File: src/rtl/mant_align_rshift.sv
// Three-stage 24-bit significand right shifter for exponent alignment.
// Produces guard/round/sticky for the rounder; global-stall valid/ready pipeline.
module mant_align_rshift (
  input  logic        clk,
  input  logic        rst_n,
  input  logic        in_valid,
  output logic        in_ready,
  input  logic [23:0] in,
  input  logic [7:0]  nshiftright,
  output logic        out_valid,
  input  logic        out_ready,
  output logic [23:0] out,
  output logic        guard,
  output logic        round,
  output logic        sticky
);

  logic        stall;
  logic        adv;

  logic        v1_q;
  logic [25:0] ext_q;
  logic [4:0]  amt_q;
  logic [4:0]  amt_d;

  logic        v2_q;
  logic [25:0] p2_q;
  logic [2:0]  amt2_q;
  logic        st2_q;
  logic [25:0] p2_d;
  logic        st2_d;

  logic        v3_q;
  logic [25:0] res_q;
  logic        st3_q;
  logic [25:0] res_d;
  logic        st3_d;

  logic [25:0] s16;
  logic [25:0] s4;
  logic [25:0] s2;

  assign stall    = v3_q & ~out_ready;
  assign adv      = ~stall;
  assign in_ready = ~stall;

  // Anything past 31 already empties a 26-bit datapath, so five bits suffice.
  assign amt_d = (nshiftright > 8'd31) ? 5'd31 : nshiftright[4:0];

  always_comb begin
    s16   = amt_q[4] ? (ext_q >> 16) : ext_q;
    p2_d  = amt_q[3] ? (s16 >> 8) : s16;
    st2_d = (amt_q[4] & (|ext_q[15:0])) | (amt_q[3] & (|s16[7:0]));
  end

  always_comb begin
    s4    = amt2_q[2] ? (p2_q >> 4) : p2_q;
    s2    = amt2_q[1] ? (s4 >> 2) : s4;
    res_d = amt2_q[0] ? (s2 >> 1) : s2;
    st3_d = st2_q
          | (amt2_q[2] & (|p2_q[3:0]))
          | (amt2_q[1] & (|s4[1:0]))
          | (amt2_q[0] & s2[0]);
  end

  always_ff @(posedge clk or negedge rst_n) begin
    if (!rst_n) begin
      v1_q  <= 1'b0;
      ext_q <= '0;
      amt_q <= '0;
    end else if (adv) begin
      v1_q  <= in_valid & in_ready;
      ext_q <= {in, 2'b00};
      amt_q <= amt_d;
    end
  end

  always_ff @(posedge clk or negedge rst_n) begin
    if (!rst_n) begin
      v2_q   <= 1'b0;
      p2_q   <= '0;
      amt2_q <= '0;
      st2_q  <= 1'b0;
    end else if (adv) begin
      v2_q   <= v1_q;
      p2_q   <= p2_d;
      amt2_q <= amt_q[2:0];
      st2_q  <= st2_d;
    end
  end

  always_ff @(posedge clk or negedge rst_n) begin
    if (!rst_n) begin
      v3_q  <= 1'b0;
      res_q <= '0;
      st3_q <= 1'b0;
    end else if (adv) begin
      v3_q  <= v2_q;
      res_q <= res_d;
      st3_q <= st3_d;
    end
  end

  assign out_valid = v3_q;
  assign out       = res_q[25:2];
  assign guard     = res_q[1];
  assign round     = res_q[0];
  assign sticky    = st3_q;

endmodule

File: config.mk
export PLATFORM = sky130hd
export DESIGN_NAME = mant_align_rshift
export DESIGN_NICKNAME = d
export VERILOG_FILES = /design/src/rtl/mant_align_rshift.sv
export SDC_FILE = /design/constraint.sdc
export NUM_CORES = 1
export LEC_CHECK = 0
export BUFFER_PORTS_ARGS = -buffer_cell sky130_fd_sc_hd__buf_2
export CAP_MARGIN = 40
export CORE_MARGIN = 1.5
export CORE_UTILIZATION = 35
export DETAILED_ROUTE_END_ITERATION = 8
export PLACE_DENSITY = 0.54
export SYNTH_ARGS = -nofsm -noshare
export SYNTH_HDL_FRONTEND = slang
export SYNTH_SLANG_ARGS = --single-unit
File: constraint.sdc
create_clock -name clk -period 1.6 [get_ports clk]
set_input_delay 0.16 -clock clk [delete_from_list [all_inputs] [get_ports clk]]
set_output_delay 0.16 -clock clk [all_outputs]
set_load 0.01 [all_outputs]
==> results of run 1 <==
[per-stage QoR]
stage	area [um^2]	hold slack [ns]	power (mW)	setup slack, ns
6_report	5344	0.01648	7.365	0.09357
3_5_place_dp	4981	0.1422	5.114	0.08845
4_1_cts	5309	0.008981	7.388	0.003922
2_1_floorplan	4446	-0.1356	4.469	0.2079
5_1_grt	5344	0.02247	7.808	0.003755
3_3_place_gp	4981	0.1411	5.067	0.1337
[power groups by stage]
stage	sequential [mW]	clock (mW)	combinational, mW
3_5_place_dp	3.10	0	2.02
3_3_place_gp	3.08	0	1.98
2_1_floorplan	3.00	0	1.47
6_report	3.05	2.27	2.04
4_1_cts	3.06	2.31	2.02
5_1_grt	3.12	2.42	2.27
[path summary, 6_finish.rpt]
check | end | cells after the start
max in group asynchronous | p2_q[9]$_DFFE_PN0N_ | 3
max | in_ready | 4
min | v1_q$_DFFE_PN0N_ | 3
min in group asynchronous | res_q[17]$_DFFE_PN0N_ | 2
min reg2reg | v2_q$_DFFE_PN0N_ | 2
max reg2reg | res_q[13]$_DFFE_PN0N_ | 4
[metal layers]
metal	GRT usage, %	wire [um]
met1	22.73	4888
met2	24.77	4605
met4	5.528	133
met5	0	0
met3	2.458	429
[synthesized netlist by cell type]
cell,number
a21oi_1,21
a221oi_1,1
a22o_1,8
a31oi_1,4
a32oi_1,1
buf_1,1
buf_2,14
buf_4,3
buf_6,4
buf_8,1
clkbuf_1,9
dfrtp_1,89
inv_2,2
mux2i_1,50
mux4_2,16
nand2_1,126
nand2b_1,1
nand3_1,2
nand3b_1,2
nand4_1,1
nand4b_1,1
nor2_1,24
nor2_4,1
nor2b_1,3
nor3_1,3
nor3_2,1
nor3b_1,1
nor4_1,5
o21ai_0,9
o21ai_1,28
o22a_1,4
or4_1,1
or4_4,1
[state kept, by name, summed over array words and instances, names as in the netlist]
name / cells
p2_q: 26
res_q: 26
ext_q: 24
amt_q: 5
amt2_q: 3
out_valid: 1
st2_q: 1
sticky: 1
v1_q: 1
v2_q: 1
[cells in the final DEF, fill, tap and decap left out, types with 7 or more instances in the layout]
cell / count
mux2i_1: 50
mux4_2: 16
buf_2: 63
dfrtp_1: 89
buf_4: 8
buf_12: 7
clkbuf_16: 10
o21ai_0: 9
o21ai_1: 28
nand2_1: 126
a21oi_1: 21
nor2_1: 24
a22o_1: 8
[cell type report]
class / count / area share, %
clock buffers: 11 / 4.730
repair buffers: 80 / 10.30
flip-flops and latches: 89 / 41.68
well taps: 168 / 3.934
clock inverters: 3 / 1.218
multi-input cells: 315 / 37.95
inverters: 2 / 0.1873
[logic make-up after synthesis]
family / synth area share, %
AO/OA/AOI/OAI: 9.851
buffers and inverters: 4.447
flip-flops: 50.10
multiplexers: 19.36
AND/OR/NAND/NOR: 16.24
[tightest hold or removal path, delay by kind of cell]
family        cells  cell delay [ns]
buf+inv           1             0.07
simple gates      2             0.09
[repair_timing]
item,CTS,global route
setup endpoints to repair,0,1
hold buffers,1,0
hold endpoints to repair,30,0
resized for setup,0,1
setup buffers,0,1
==> impl_metrics.json, run 1 <==
{
  "r2r-start": "amt2_q[1]$_DFFE_PN0N_",
  "dieWidth_um": 115.7,
  "r2r_setup_slack_ns": 0.09,
  "final_net_count": 533,
  "switchingPower_mw": 2.334,
  "ff_latch_area_um2": 2227,
  "pwr-share-clk_pct": 30.9,
  "drv_cap": 0,
  "h-tree-depth": 3,
  "initial_core_util_pct": 36.40,
  "grt_pass1_wl_um": 16420,
  "path_delay_family": "buffers and inverters",
  "synth_nets": 474,
  "syn_avg_cell_area_um2": 10.15,
  "rows": 40,
  "status": "complete, no violations",
  "dpl.cell_count": 651,
  "ir_drop_mv": 0.6497,
  "hpwl_um": 7223,
  "path_max_fanout": 18,
  "area_growth_pct": 20.21,
  "clock_path_buffers": 2,
  "synth_area_um2": 4446,
  "drc": 0,
  "wirelength_um": 10060,
  "cp.arrival_ns": 1.35,
  "antenna_cells": 0,
  "pin_count": 65,
  "synth_cells": 438,
  "final_antenna_net_count": 0,
  "overflow": 0,
  "worst-slew-pin-transition_ns": 0.5107,
  "fillers": 1227,
  "rsz0062_at_grt": "false",
  "root_buffer": "clkbuf_16",
  "drt-vias-per-instance": 4.999,
  "timing.final.crit_share_pct": 94.15,
  "grt_max_degree": 68,
  "hold_path_class": "in2reg",
  "grt_pass1_vias": 3231,
  "clkTransAtPathRegs_ns": 0.06,
  "antenna_found_initial": 0,
  "portBuffers": 64,
  "cp_cell_sequence": "nor2b_4, inv_4, buf_12, buf_2",
  "fmax_ghz": 0.6638,
  "cp_slowest_cell": "dfrtp_1",
  "path_class": "reg2out",
  "clock_sinks": 89,
  "hold_viol_final": 0,
  "hold_start": "in_valid",
  "grt_usage_pct": 15.90,
  "drt_iter0_markers": 141,
  "ys_types": 33,
  "p_int_mw": 5.031,
  "gp_congestion": 0.8543,
  "cp-start-kind": "flop",
  "core_area_um2": 12210,
  "die_h_um": 115.7,
  "insertion_delay_ns": 0.34,
  "post-route-min-period_ns": 1.506,
  "cts_tree": "done",
  "crit_required_ns": 1.44,
  "synth-seq-area-share_pct": 50.10,
  "slew_headroom_pct": 65.77,
  "comb_power_share_pct": 27.7,
  "firstDrtPassIters": 4,
  "detail_route.wl_per_cell_um": 15.05,
  "power_frac_seq_pct": 41.4,
  "multi_input_comb_area_um2": 2028,
  "synth_top_area_share_pct": 50.10,
  "switching_share_pct": 31.69,
  "ys_seq_elements": 89,
  "finalSetupViolCount": 0,
  "slew_viol_final": 0,
  "fin_util_pct": 43.76,
  "drive_above_1_share_pct": 23.00,
  "numCtsBuffers": 9,
  "die-area_um2": 13390,
  "path_buf_inv": 3,
  "leakage_nw": 2.708,
  "fin_skew_ns": 0.005904,
  "worstSetupStartpoint": "out_valid$_DFFE_PN0N_",
  "tns_ns": 0,
  "synth_top_area_cell": "dfrtp_1",
  "stdcell_count": 668,
  "slowest_delay_ns": 0.34,
  "vias": 3339,
  "p_per_area_nw_per_um2": 1378,
  "worstSetupEndpointType": "output pin",
  "synthTopCellsByArea": "dfrtp_1 50%, mux2i_1 11%, nand2_1 11%",
  "ys_warn_count": 0
}
(Power assumes the default switching activity.)
==> run 2: changes to the inputs <==
--- a/config.mk
+++ b/config.mk
@@ -10,6 +10,7 @@
 export CORE_MARGIN = 1.5
 export CORE_UTILIZATION = 35
 export DETAILED_ROUTE_END_ITERATION = 8
+export GPL_TIMING_DRIVEN = 0
 export PLACE_DENSITY = 0.54
 export SYNTH_ARGS = -nofsm -noshare
 export SYNTH_HDL_FRONTEND = slang
==> run 2 against run 1 <==
  * Clock skew about the same
  * Core utilization up 0.54 points
  * First-iteration DRC count down 7.8%
  * Maximum frequency down 2.8%
  * Cell area up 1.2%
  * Clock power down 6%
  * Worst hold slack worse by 0.0096 ns
  * Final cell count up 3.6%
  * Via count up 4.1%
  * Count of clock-buffer cells in the layout up 1
  * Critical endpoint unchanged
==> impl_metrics.json, run 2 (synthesized netlist as in run 1, its figures left out) <==
{
  "whs_ns": 0.006855,
  "fmax_ghz": 0.6450,
  "die_h_um": 115.7,
  "ir_drop_mv": 0.6943,
  "drt_iter0_markers": 130,
  "numCtsBuffers": 9,
  "drive_above_1_share_pct": 24.43,
  "dpl.cell_count": 671,
  "final_net_count": 556,
  "final_antenna_net_count": 0,
  "fin_skew_ns": 0.005673,
  "gp_congestion": 0.9114,
  "leakage_nw": 2.740,
  "place_area_um2": 5006,
  "drt-vias-per-instance": 5.025,
  "vias": 3477,
  "timing.final.crit_share_pct": 96.91,
  "rsz0062_at_grt": "true",
  "core_area_um2": 12210,
  "slew_viol_final": 0,
  "path_max_fanout": 10,
  "rows": 40,
  "worst-slew-pin-transition_ns": 0.5654,
  "clock_sinks": 89,
  "hold_viol_final": 0,
  "root_buffer": "clkbuf_16",
  "path_class": "reg2out",
  "place_ws_ns": -0.1359,
  "cts_tree": "done",
  "grt_pass1_vias": 3407,
  "r2r-start": "out_valid$_DFFE_PN0N_",
  "fin_area_um2": 5410,
  "drv_cap": 0,
  "cp.arrival_ns": 1.39,
  "p_per_area_nw_per_um2": 1356,
  "drc": 0,
  "pin_count": 65,
  "crit_required_ns": 1.44,
  "final_common_cell": "nand2_1",
  "finalPower_mw": 7.336,
  "cp-start-kind": "flop",
  "holdPathEnd": "ext_q[8]$_DFFE_PN0N_",
  "stdcell_count": 692,
  "setup_ws_ns": 0.04951,
  "post-route-min-period_ns": 1.550,
  "antenna_found_initial": 0,
  "antenna_cells": 0,
  "r2r_end": "amt_q[0]$_DFFE_PN0N_",
  "detail_route.wl_per_cell_um": 16.22,
  "top_regs": "p2_q (26), res_q (26), ext_q (24)",
  "hold_start": "in[6]",
  "hold_path_class": "in2reg",
  "insertion_delay_ns": 0.35,
  "slew_headroom_pct": 62.10,
  "status": "complete, no violations",
  "grt_max_degree": 51,
  "grt_pass1_wl_um": 18270,
  "worst_r2r_path_depth": 5,
  "h-tree-depth": 3,
  "area_growth_pct": 21.70,
  "initial_core_util_pct": 36.40,
  "overflow": 0,
  "dieWidth_um": 115.7,
  "r2r_setup_slack_ns": 0.06,
  "grt_usage_pct": 18.44,
  "portBuffers": 64,
  "final_cell_mix": "126 x nand2_1, 89 x dfrtp_1, 78 x buf_2, 50 x mux2i_1, 28 x o21ai_1",
  "wirelength_um": 11220,
  "firstDrtPassIters": 4,
  "clkTransAtPathRegs_ns": 0.06,
  "worstSetupEndpointType": "output pin",
  "hold_depth": 3,
  "clock_path_buffers": 2,
  "finalSetupViolCount": 0,
  "die-area_um2": 13390,
  "hpwl_um": 8520
}
==> run 2: cell types whose count changed in the layout (fill, tap and decap cells not counted), sizes merged <==
| cell | before | now |
|---|---|---|
| buf | 78 | 90 |
| bufinv | 2 | 1 |
| clkbuf | 12 | 21 |
| clkinv | 1 | 2 |
| dlygate4sd3 | 1 | 4 |
==> run 2: per-stage QoR <==
| step | setup TNS, ns | util (%) |
|---|---|---|
| finish | 0 | 44.30 |
| global route | -0.03795 | 44.30 |
| CTS | -0.009776 | 43.90 |
| detailed placement | -0.3025 | 40.99 |
| global placement | -36.65 | 40.75 |
| floorplan | 0 | - |
==> run 2: where the power goes <==
| part | switching, mW | internal (mW) |
|---|---|---|
| sequential | 0.395 | 2.65 |
| clock | 0.849 | 1.28 |
| combinational | 1.19 | 0.970 |
==> run 2: metal layers <==
metal / part of all wire, % / track usage (%) / up-vias
met3: 4.3 / 4.603 / 22
met5: 0 / 0 / -
met4: 2.8 / 8.211 / 0
met1: 46 / 23.93 / 1664
met2: 47 / 29.35 / 95
li1: - / - / 1696
==> run 2: worst max path at each step <==
stage	start	end	slack [ns]	depth (start not counted)
2_1_floorplan	out_valid$_DFFE_PN0N_	amt_q[0]$_DFFE_PN0N_	0.21	4
3_3_place_gp	rst_n	ext_q[19]$_DFFE_PN0N_	-0.41	1
3_5_place_dp	amt2_q[0]$_DFFE_PN0N_	res_q[20]$_DFFE_PN0N_	-0.14	4
4_1_cts	out_valid$_DFFE_PN0N_	in_ready	-0.01	5
5_1_grt	out_valid$_DFFE_PN0N_	in_ready	-0.03	5
6_report	out_valid$_DFFE_PN0N_	in_ready	0.05	5
==> run 2: worst max-delay path, stage by stage, from the launching register on <==
cell and delay, ns:
dfrtp_1 0.37, nor2b_1 0.14, buf_6 0.14, inv_8 0.09
clkbuf_8 0.17, buf_2 0.13
==> run 2: final cells by class <==
class | count | area [um^2]
clock inverter | 3 | 40.04
multi-input combinational | 315 | 2029
clock buffer | 12 | 256.5
sequential | 89 | 2227
buffer | 32 | 201.4
fill | 1264 | 6802
tap | 168 | 210.2
inverter | 2 | 15.01
timing repair buffer | 71 | 430.4
==> run 2: timing repair <==
| action | in CTS | in global routing |
|---|---|---|
| pin swaps | 0 | 0 |
| setup endpoints to repair | 3 | 3 |
| hold buffers | 4 | 0 |
| buffers inserted | 0 | 2 |
| resized for setup | 7 | 2 |
| hold endpoints to repair | 42 | 0 |
==> run 3: changes to the inputs <==
--- a/config.mk
+++ b/config.mk
@@ -7,6 +7,7 @@
 export LEC_CHECK = 0
 export BUFFER_PORTS_ARGS = -buffer_cell sky130_fd_sc_hd__buf_2
 export CAP_MARGIN = 40
+export CORE_ASPECT_RATIO = 0.6
 export CORE_MARGIN = 1.5
 export CORE_UTILIZATION = 35
 export DETAILED_ROUTE_END_ITERATION = 8
==> run 3 against run 2 <==
  * Die area grew 0.17%
  * Core utilization grew 0.34 points
  * Via count grew 3.7%
  * Power grew 5.5%
  * Global-route usage grew 1.4 points
  * Clock skew grew 0.0019 ns
  * Sequential power grew 2%
  * Cell area grew 0.81%
  * Routed wire length grew 11%
  * Sequential share of layout area shrank 0.31 points
  * Sequential cell count is the same
  * Critical path type is now reg2reg
  * Largest cell class unchanged
  * Largest power group unchanged
==> impl_metrics.json, run 3 (synthesized netlist as in run 1, its figures left out) <==
{
  "leakage_nw": 2.761,
  "antenna_cells": 0,
  "worst-slew-pin-transition_ns": 0.5658,
  "place_ws_ns": -0.08556,
  "cts_tree": "done",
  "die_h_um": 90.30,
  "path_class": "reg2reg",
  "final_cell_mix": "126 x nand2_1, 88 x dfrtp_1, 76 x buf_2, 49 x mux2i_1, 28 x o21ai_1",
  "ir_drop_mv": 0.4965,
  "path_max_fanout": 4,
  "finalSetupViolCount": 0,
  "cp-start-kind": "flop",
  "detail_route.wl_per_cell_um": 18.06,
  "root_buffer": "clkbuf_16",
  "wirelength_um": 12420,
  "pin_count": 65,
  "fmax_ghz": 0.6417,
  "setup_ws_ns": 0.04155,
  "overflow": 0,
  "drt_iter0_markers": 288,
  "comb_power_share_pct": 29.6,
  "gp_congestion": 0.8639,
  "initial_core_util_pct": 36.39,
  "grt_pass1_wl_um": 20080,
  "drive_above_1_share_pct": 25.24,
  "switchingPower_mw": 2.591,
  "timing.final.crit_share_pct": 97.40,
  "stdcell_count": 688,
  "status": "complete, no violations",
  "fillers": 1228,
  "numCtsBuffers": 9,
  "dieWidth_um": 148.5,
  "grt_pass1_vias": 3605,
  "h-tree-depth": 3,
  "drv_cap": 0,
  "place_area_um2": 5002,
  "firstDrtPassIters": 5,
  "dpl.cell_count": 668,
  "die-area_um2": 13410,
  "pwr-share-clk_pct": 30.3,
  "switching_share_pct": 33.48,
  "cp.arrival_ns": 1.76,
  "rsz0062_at_grt": "true",
  "hold_viol_final": 0,
  "drc": 0,
  "slew_headroom_pct": 62.08,
  "hold_path_class": "in2reg",
  "insertion_delay_ns": 0.34,
  "fin_skew_ns": 0.007539,
  "drt-vias-per-instance": 5.240,
  "slew_viol_final": 0,
  "core_area_um2": 12220,
  "clock_path_buffers": 2,
  "crit_required_ns": 1.80,
  "grt_usage_pct": 19.84,
  "area_growth_pct": 22.69,
  "fin_area_um2": 5454,
  "rows": 31,
  "grt_max_degree": 66,
  "portBuffers": 64,
  "clock_sinks": 89,
  "p_int_mw": 5.147,
  "post-route-min-period_ns": 1.558,
  "worstSetupEndpointType": "flop",
  "vias": 3605,
  "final_common_cell": "nand2_1",
  "top_regs": "p2_q (26), res_q (26), ext_q (24)",
  "final_net_count": 555,
  "hpwl_um": 9368,
  "power_frac_seq_pct": 40.2,
  "antenna_found_initial": 0,
  "p_per_area_nw_per_um2": 1419,
  "final_antenna_net_count": 0,
  "clkTransAtPathRegs_ns": 0.07,
  "tns_ns": 0
}
-- run 3: layout make-up --
cell class / instances / area, um^2 / share of cell area, %
plain buffers: 32 / 234.0 / 4.290
multi-input cells: 315 / 2038 / 37.37
well taps: 165 / 206.4 / 3.785
inverters: 2 / 20.02 / 0.3671
repair buffers: 70 / 396.6 / 7.272
clock buffers: 13 / 270.3 / 4.955
clock inverters: 2 / 60.06 / 1.101
flip-flops and latches: 89 / 2228 / 40.86
-- run 3: through the flow --
stage / hold WS (ns) / util [%] / power (mW)
after floorplan: -0.1356 / - / 4.469
after global placement: 0.3575 / 40.70 / 5.204
after detailed placement: 0.09394 / 40.94 / 5.272
after CTS: 0.007270 / 43.99 / 7.676
after global routing: 0.01306 / 44.64 / 8.184
final: 0.01502 / 44.64 / 7.738
-- run 3: critical path, cell delays in order (launching register included) --
cell,delay [ns]
dfrtp_1,0.46
or4_1,0.57
a221oi_2,0.27
a31oi_1,0.12
-- run 3: power by group through the flow --
stage	Sequential (mW)	Clock [mW]	Combinational [mW]
5_1_grt	3.16	2.49	2.53
3_3_place_gp	3.09	0	2.11
3_5_place_dp	3.12	0	2.15
6_report	3.11	2.34	2.29
2_1_floorplan	3.00	0	1.47
4_1_cts	3.08	2.40	2.20
-- run 3: routing by layer --
metal	part of all wire [%]	wire length (um)	GRT usage, %	up-vias
li1	-	-	-	1688
met1	52	6511	31.13	1779
met2	39	4819	26.09	129
met3	8.0	999	6.364	9
met4	0.73	91	4.208	0
met5	0	0	0	-
-- run 3: final timing paths --
check                                    start                     to  slack [ns]  cells after the start
max                        p2_q[2]$_DFFE_PN0N_     sticky$_DFFE_PN0N_        0.04                      3
min                                      in[2]   ext_q[4]$_DFFE_PN0N_        0.02                      3
max reg2reg                p2_q[2]$_DFFE_PN0N_     sticky$_DFFE_PN0N_        0.04                      3
min reg2reg                   v2_q$_DFFE_PN0N_       v2_q$_DFFE_PN0N_        0.47                      2
max in group asynchronous                rst_n  amt2_q[1]$_DFFE_PN0N_        0.68                      3
min in group asynchronous                rst_n  out_valid$_DFFE_PN0N_        0.27                      2
-- run 3: timing repair --
item	CTS	global route
buffers inserted	0	4
hold buffers	1	0
setup endpoints to repair	4	20
endpoints found under the hold margin	24	0
resized for setup	7	13
cloned	0	0
